$ cat src/rtl/vga_sync_decoder.sv
// vga_sync_decoder: rebuilds VGA column/row counters from an incoming HSync/VSync pair
// and validates line/frame timing before reporting lock.
module vga_sync_decoder #(
    parameter int H_VISIBLE_AREA = 640,
    parameter int V_VISIBLE_AREA = 480,
    parameter int H_TOTAL        = 800,
    parameter int V_TOTAL        = 525,
    parameter int H_FRONT_PORCH  = 16,
    parameter int H_SYNC_PULSE   = 96,
    parameter int V_FRONT_PORCH  = 10,
    parameter int V_SYNC_PULSE   = 2,
    parameter int LOCK_LINES     = 4
) (
    input  logic       i_Clk,
    input  logic       i_Rst,
    input  logic       i_HSync,
    input  logic       i_VSync,
    output logic [9:0] o_Col,
    output logic [9:0] o_Row,
    output logic       o_Active,
    output logic       o_Line_Start,
    output logic       o_Frame_Start,
    output logic       o_Locked,
    output logic       o_Error
);
    localparam int GW = $clog2(LOCK_LINES + 1);
    localparam logic [9:0]  H_LOAD = 10'(H_VISIBLE_AREA + H_FRONT_PORCH);
    localparam logic [9:0]  V_LOAD = 10'(V_VISIBLE_AREA + V_FRONT_PORCH);
    localparam logic [9:0]  H_LAST = 10'(H_TOTAL - 1);
    localparam logic [9:0]  V_LAST = 10'(V_TOTAL - 1);
    localparam logic [10:0] P_MAX  = 11'(2 * H_TOTAL);

    if (H_VISIBLE_AREA + H_FRONT_PORCH + H_SYNC_PULSE > H_TOTAL ||
        V_VISIBLE_AREA + V_FRONT_PORCH + V_SYNC_PULSE > V_TOTAL) begin : g_bad_timing
        $error("vga_sync_decoder: sync pulse does not fit inside the line or frame");
    end

    typedef enum logic [1:0] {SEARCH, MEASURE, WAIT_V, LOCKED} state_t;

    state_t        state_q, state_d;
    logic          hs_q, hs_prev_q, vs_q, vs_prev_q;
    logic          hs_fall_q, hs_rise_q, vs_fall_q, run_q;
    logic [9:0]    col_q, col_d, row_q, row_d, row_inc;
    logic [10:0]   period_q, period_d, width_q;
    logic [GW-1:0] good_q, good_d;
    logic          err_q, err_d, col_wrap, good_line, timeout;

    // Edge pulses are registered so the counters load one cycle after detection.
    always_ff @(posedge i_Clk) begin
        if (i_Rst) begin
            hs_q      <= 1'b1;
            hs_prev_q <= 1'b1;
            vs_q      <= 1'b1;
            vs_prev_q <= 1'b1;
            hs_fall_q <= 1'b0;
            hs_rise_q <= 1'b0;
            vs_fall_q <= 1'b0;
            run_q     <= 1'b0;
            col_q     <= '0;
            row_q     <= '0;
            period_q  <= '0;
            width_q   <= '0;
            good_q    <= '0;
            err_q     <= 1'b0;
            state_q   <= SEARCH;
        end else begin
            hs_q      <= i_HSync;
            hs_prev_q <= hs_q;
            vs_q      <= i_VSync;
            vs_prev_q <= vs_q;
            hs_fall_q <= hs_prev_q & ~hs_q;
            hs_rise_q <= ~hs_prev_q & hs_q;
            vs_fall_q <= vs_prev_q & ~vs_q;
            run_q     <= run_q | hs_fall_q;
            col_q     <= col_d;
            row_q     <= row_d;
            period_q  <= period_d;
            width_q   <= hs_rise_q ? period_q : width_q;
            good_q    <= good_d;
            err_q     <= err_d;
            state_q   <= state_d;
        end
    end

    always_comb begin
        col_wrap  = run_q && col_q == H_LAST;
        col_d     = hs_fall_q ? H_LOAD : !run_q ? col_q : col_wrap ? 10'd0 : col_q + 10'd1;
        row_inc   = (col_wrap && !hs_fall_q) ? (row_q == V_LAST ? 10'd0 : row_q + 10'd1) : row_q;
        row_d     = vs_fall_q ? V_LOAD : row_inc;
        period_d  = hs_fall_q ? 11'd1 : period_q == P_MAX ? P_MAX : period_q + 11'd1;
        good_line = period_q == 11'(H_TOTAL) && width_q == 11'(H_SYNC_PULSE);
        timeout   = state_q != SEARCH && period_d == P_MAX && period_q != P_MAX;
    end

    // The VSync check uses the row the counter would hold without the VSync load.
    always_comb begin
        state_d = state_q;
        good_d  = good_q;
        err_d   = 1'b0;
        case (state_q)
            SEARCH: begin
                if (hs_fall_q) begin
                    state_d = MEASURE;
                    good_d  = '0;
                end
            end
            MEASURE: begin
                if (hs_fall_q) begin
                    good_d  = good_line ? good_q + GW'(1) : '0;
                    state_d = (good_line && good_q == GW'(LOCK_LINES - 1)) ? WAIT_V : MEASURE;
                end
            end
            WAIT_V: begin
                if (hs_fall_q && !good_line) begin
                    state_d = MEASURE;
                    good_d  = '0;
                end else if (vs_fall_q) begin
                    state_d = LOCKED;
                end
            end
            default: begin
                if ((hs_fall_q && !good_line) || (vs_fall_q && row_inc != V_LOAD)) begin
                    state_d = SEARCH;
                    err_d   = 1'b1;
                end
            end
        endcase
        if (timeout) begin
            state_d = SEARCH;
            err_d   = 1'b1;
        end
    end

    always_comb begin
        o_Col         = col_q;
        o_Row         = row_q;
        o_Locked      = state_q == LOCKED;
        o_Error       = err_q;
        o_Active      = o_Locked && col_q < 10'(H_VISIBLE_AREA) && row_q < 10'(V_VISIBLE_AREA);
        o_Line_Start  = o_Locked && col_q == 10'd0;
        o_Frame_Start = o_Line_Start && row_q == 10'd0;
    end
endmodule

$ cat config.mk
export PLATFORM = sky130hd
export DESIGN_NAME = vga_sync_decoder
export DESIGN_NICKNAME = d
export VERILOG_FILES = /design/src/rtl/vga_sync_decoder.sv
export SDC_FILE = /design/constraint.sdc
export NUM_CORES = 1
export LEC_CHECK = 0
export CAP_MARGIN = 10
export CORE_MARGIN = 2
export CORE_UTILIZATION = 38
export CTS_CLUSTER_SIZE = 14
export DETAILED_ROUTE_END_ITERATION = 8
export SYNTH_ARGS = -nofsm -noshare
export SYNTH_HDL_FRONTEND = slang
export SYNTH_SLANG_ARGS = --single-unit
$ cat constraint.sdc
create_clock -name i_Clk -period 4.45 [get_ports i_Clk]
set_input_delay 0.445 -clock i_Clk [delete_from_list [all_inputs] [get_ports i_Clk]]
set_output_delay 0.445 -clock i_Clk [all_outputs]
set_load 0.02 [all_outputs]
; Word level (Yosys, flattened, before mapping)
; Index checks and enable logic that the tools add are counted.
; Widths: inputs -> output; s select.
[totals]
reg_bits = 56
inputBits = 4
[classes]
add_sub_neg = 4
order_cmp = 2
n_eq_ne = 16
muxes = 23
bitwise = 7
reduce_logical = 28
[ops]
columns = cell, n
row1 = $mux 10, 5
row2 = $eq 11x11->1 const B, 2
row3 = $mux 11, 2
row4 = $add 10x1->10 const B, 2
row5 = $eq 10x10->1 const B, 2
row6 = $logic_not 10->1, 2
row7 = $logic_and 1x1->1, 12
row8 = $mux 2, 6
row9 = $mux 3, 4
row10 = $add 11x1->11 const B, 1
row11 = $eq 11x10->1 const B, 1
row12 = $eq 11x7->1 const B, 1
row13 = $ne 11x11->1 const B, 1
row14 = $lt 10x10->1 const B, 1
row15 = $lt 10x9->1 const B, 1
row16 = $ne 10x9->1 const B, 1
row17 = $mux 9, 1
row18 = $pmux 3 s3, 1
row19 = $reduce_and 4->1, 2
row20 = $ne 2x2->1 const B, 3
row21 = $pmux 2 s3, 1
row22 = $reduce_or 2->1, 3
row23 = $eq 2x2->1 const B, 2
row24 = $reduce_bool 2->1, 2
row25 = 14 further kinds, 21

; Depth between registers and ports, before layout
[logic_depth]
ltp_word = 10
depth_mapped = 9
ltp_nobuf = 9

; Worst setup path before layout
; OpenSTA, ideal clock, no wires.
[synth_timing]
path_type = reg2out
startpoint = register col_q[0], in the netlist o_Col[0]
endpoint = output port o_Frame_Start
t_arrival_ps = 2139
t_required_ps = 4005
setup_slack_ps = 1866
path_stages_with_launch = 6
path_cell_list = dfxtp_1 > inv_1 > ha_1 > or4b_2 > nor3_1 > and4_1
[synth_between]
elab_chain_len = 3
[synth_lines]
columns = item, line_no
row1 = from (decl), 43  ; logic [9:0] col_q, col_d, row_q, row_d, row_inc;
row2 = from (signal assigned), 75  ; col_q <= col_d;
row3 = $logic_not 10->1, 140  ; o_Line_Start = o_Locked && col_q == 10'd0;
row4 = $logic_and 1x1->1, 140
row5 = named net o_Line_Start, 21  ; output logic o_Line_Start,
row6 = $logic_and 1x1->1, 141  ; o_Frame_Start = o_Line_Start && row_q == 10'd0;
row7 = to (decl), 22  ; output logic o_Frame_Start,
; The timed path passes the listed nets, and every way through them passes these cells.

; Final worst setup path
[layout_timing]
startpoint = register col_q[0], in the netlist o_Col[0]
endpoint = output port o_Frame_Start
[layout_between]
elab_chain_len = 3
[layout_lines]
columns = item, line_no
row1 = $logic_not 10->1, 140
row2 = $logic_and 1x1->1, 140
row3 = $logic_and 1x1->1, 141
; No other way between the ends.

==> results.sh <==
export IMPL_status="complete, no violations"
export IMPL_whs_path_depth=2
export IMPL_synthAdderAreaFrac_pct=3.468
export IMPL_crit_arrival_ns=2.56
export IMPL_dpl_hpwl_mm=4.483
export IMPL_whs_ns=0.4123
export IMPL_synth_ff_type="dfxtp_1"
export IMPL_cts_buffers=5
export IMPL_wire_per_inst_um=13.61
export IMPL_synth_seq_cells=56
export IMPL_core_rowCount=31
export IMPL_finalClockSkew_ns=0.008790
export IMPL_core_mm2=0.007292
export IMPL_drt_iter0_drc=126
export IMPL_dieArea_mm2=0.008309
export IMPL_path_class="register to output port"
export IMPL_setup_tns_ns=0
export IMPL_ys_warn_count=0
export IMPL_holdBufCountCts=0
export IMPL_worst_r2r_path_depth=8
export IMPL_fin_crit_sh_pct=67.54
export IMPL_grt_pass1_wl_mm=10.83
export IMPL_synth_top_area_cell="dfxtp_1"
export IMPL_wirelength_mm=6.261
export IMPL_clk_path_buf_depth=2
export IMPL_fmax_mhz=332.7
export IMPL_setup_violations=0
export IMPL_cap_violations=0
export IMPL_clk_pin_slew_ns=0.10
export IMPL_yosys_top_cells_count="dfxtp_1, nor2_1, nand2_1"
export IMPL_ioPinCount=29
export IMPL_report_final_slew_viol_count=0
export IMPL_crit_fanout=7
export IMPL_cts_resized=0
export IMPL_cts_tree="yes"
export IMPL_grt_pass1_vias=2221
export IMPL_antenna_left=0
export IMPL_min_path_type="register to register"
export IMPL_netlist_area_mm2=0.002887
export IMPL_cp_slowest_cell="clkdlybuf4s50_1"
export IMPL_root_buffer="clkbuf_8"
export IMPL_vias=2387
export IMPL_design_area_mm2=0.003288
export IMPL_post_route_drc_count=0
export IMPL_layout_area_overhead_vs_synth_pct=13.91
export IMPL_placed_area_mm2=0.003201
export IMPL_worstPathCellList="inv_1 > ha_1 > or4b_2 > nor3_1 > and4_1 > clkdlybuf4s50_1"
export IMPL_synth_edff_count=0
export IMPL_die_width_um=91.16
export IMPL_synth_distinct_cells=60
export IMPL_routabilityCongestion=0.8551
export IMPL_tightest_slew_ns=0.8796
export IMPL_power_density_mw_per_mm2=264.6
export IMPL_final_core_util_pct=45.09
export IMPL_syn_num_nets=356
export IMPL_final_layout_size_suffix_gt1_share_pct=8.587
export IMPL_rsz0062_at_grt="no"
export IMPL_required_ns=4.01
export IMPL_die_y_um=91.16
export IMPL_ys_async_sr_fraction_pct=0
export IMPL_numPortBuffers=28
export IMPL_synth_compound_area_share_pct=10.10
export IMPL_synthMostInstantiatedCell="dfxtp_1"
export IMPL_worstSetupEndpointType="output port"
export IMPL_slew_headroom_pct=41.18
export IMPL_yosysSeqAreaShare_pct=38.84
export IMPL_fin_nets=372
export IMPL_start_kind="register"
export IMPL_grt_max_degree=24
export IMPL_detail_route_first_pass_iterations=5
export IMPL_h_tree_depth=2
export IMPL_grt_antenna_before_repair=0
export IMPL_clk_latency_ns=0.31
export IMPL_antenna_cells=0
export IMPL_synth_xor_area_share_pct=5.462
export IMPL_synth_top_family_by_area="simple AND/OR/NAND/NOR gates"
export IMPL_syn_area_per_cell_um2=8.391
export IMPL_leakagePower_nw=1.128
export IMPL_synthCells=344
export IMPL_yosys_top_cells_area="dfxtp_1, nor2_1, mux2i_1"
export IMPL_period_needed_ns=3.005
export IMPL_viasPerCell=5.189
export IMPL_synth_simple_gate_area_share_pct=31.51
export IMPL_globalRouteTotalUtil_pct=15.70
export IMPL_overflow=0
export IMPL_cts_sinks=56
export IMPL_hold_viol=0
export IMPL_slowest_delay_ns=0.60
export IMPL_start_util_pct=39.58
export IMPL_synth_top_cell_area_share_pct=38.84
export IMPL_cts_setup_buffers=0
export IMPL_synth_mux_area_share_pct=5.288
export IMPL_ir_worst_vdd_mv=0.1201
-- metal layers --
metal / up-vias / track usage [%] / wire [um]
met4: 0 / 4.167 / 53
met5: - / 0 / 0
li1: 1234 / - / -
met2: 33 / 25.06 / 2884
met1: 1116 / 21.47 / 3123
met3: 4 / 3.402 / 200
-- cell families after synthesis --
logic type               after synthesis
adder cells (fa/ha/maj)                8
multiplexers                          15
flip-flops                            56
AO/OA/AOI/OAI                         45
AND/OR/NAND/NOR                      168
XOR/XNOR                              18
buffers and inverters                 34
-- critical path, delay by kind of cell (launching register included) --
kind | cells | cell delay (ns)
AND/OR/NAND/NOR | 3 | 1.05
buffers and inverters | 2 | 0.68
flip-flops | 1 | 0.38
adder cells (fa/ha/maj) | 1 | 0.14
-- worst paths after layout --
path,end,slack (ns),start
worst min-delay path,vs_fall_q$_SDFF_PP0_,0.41,vs_prev_q$_SDFF_PP1_
worst max register to register,o_Error$_SDFF_PP0_,1.77,o_Col[0]$_SDFFE_PP0P_
worst max-delay path,o_Frame_Start,1.44,o_Col[0]$_SDFFE_PP0P_
worst min register to register,vs_fall_q$_SDFF_PP0_,0.41,vs_prev_q$_SDFF_PP1_
-- final cells by class --
class,instances,area (um2)
fillers,765,4004
multi-input cells,254,1612
flip-flops and latches,56,1121
repair buffers,30,295.3
well taps,99,123.9
clock buffers,5,68.82
inverters,13,48.80
clock inverters,3,18.77
-- sequential cells by signal (all words and copies together) (netlist names) --
| register | cells |
|---|---|
| hs_prev_q | 1 |
| hs_rise_q | 1 |
| o_Row | 10 |
| run_q | 1 |
| vs_q | 1 |
| width_q | 11 |
| good_q | 3 |
| vs_prev_q | 1 |
| vs_fall_q | 1 |
| period_q | 11 |
| hs_fall_q | 1 |
| o_Error | 1 |
| hs_q | 1 |
| o_Col | 10 |
| state_q | 2 |
-- through the flow --
step	instances	setup WS [ns]	total power [W]
3_3_place_gp	452	1.826	0.0006046
2_1_floorplan	344	1.866	0.0005814
3_5_place_dp	452	1.775	0.0006054
5_1_grt	460	1.313	0.0009141
4_1_cts	460	1.421	0.0008825
6_report	460	1.445	0.0008701
-- report_power, final --
part,switching [W],total [W],internal (W),leakage [nW]
Sequential,0.0000179,0.000529,0.000511,0.454
Combinational,0.0000348,0.0000644,0.0000295,0.626
Clock,0.000166,0.000276,0.000110,0.0479
-- cell usage in the layout, fill, tap and decap left out, types with 7 or more instances in the layout --
master,synthesis,layout
dfxtp_1,56,56
nor2_1,52,52
clkdlybuf4s50_1,0,28
nand2_1,27,27
nor3_1,16,16
inv_1,13,13
nand3_1,13,13
a21oi_1,13,13
mux2i_1,13,13
xor2_1,10,10
o21ai_0,9,9
nand4_1,9,9
xnor2_1,8,8
ha_1,8,8
and3_1,7,7
Note: power is estimated with default switching activity, not from simulation.
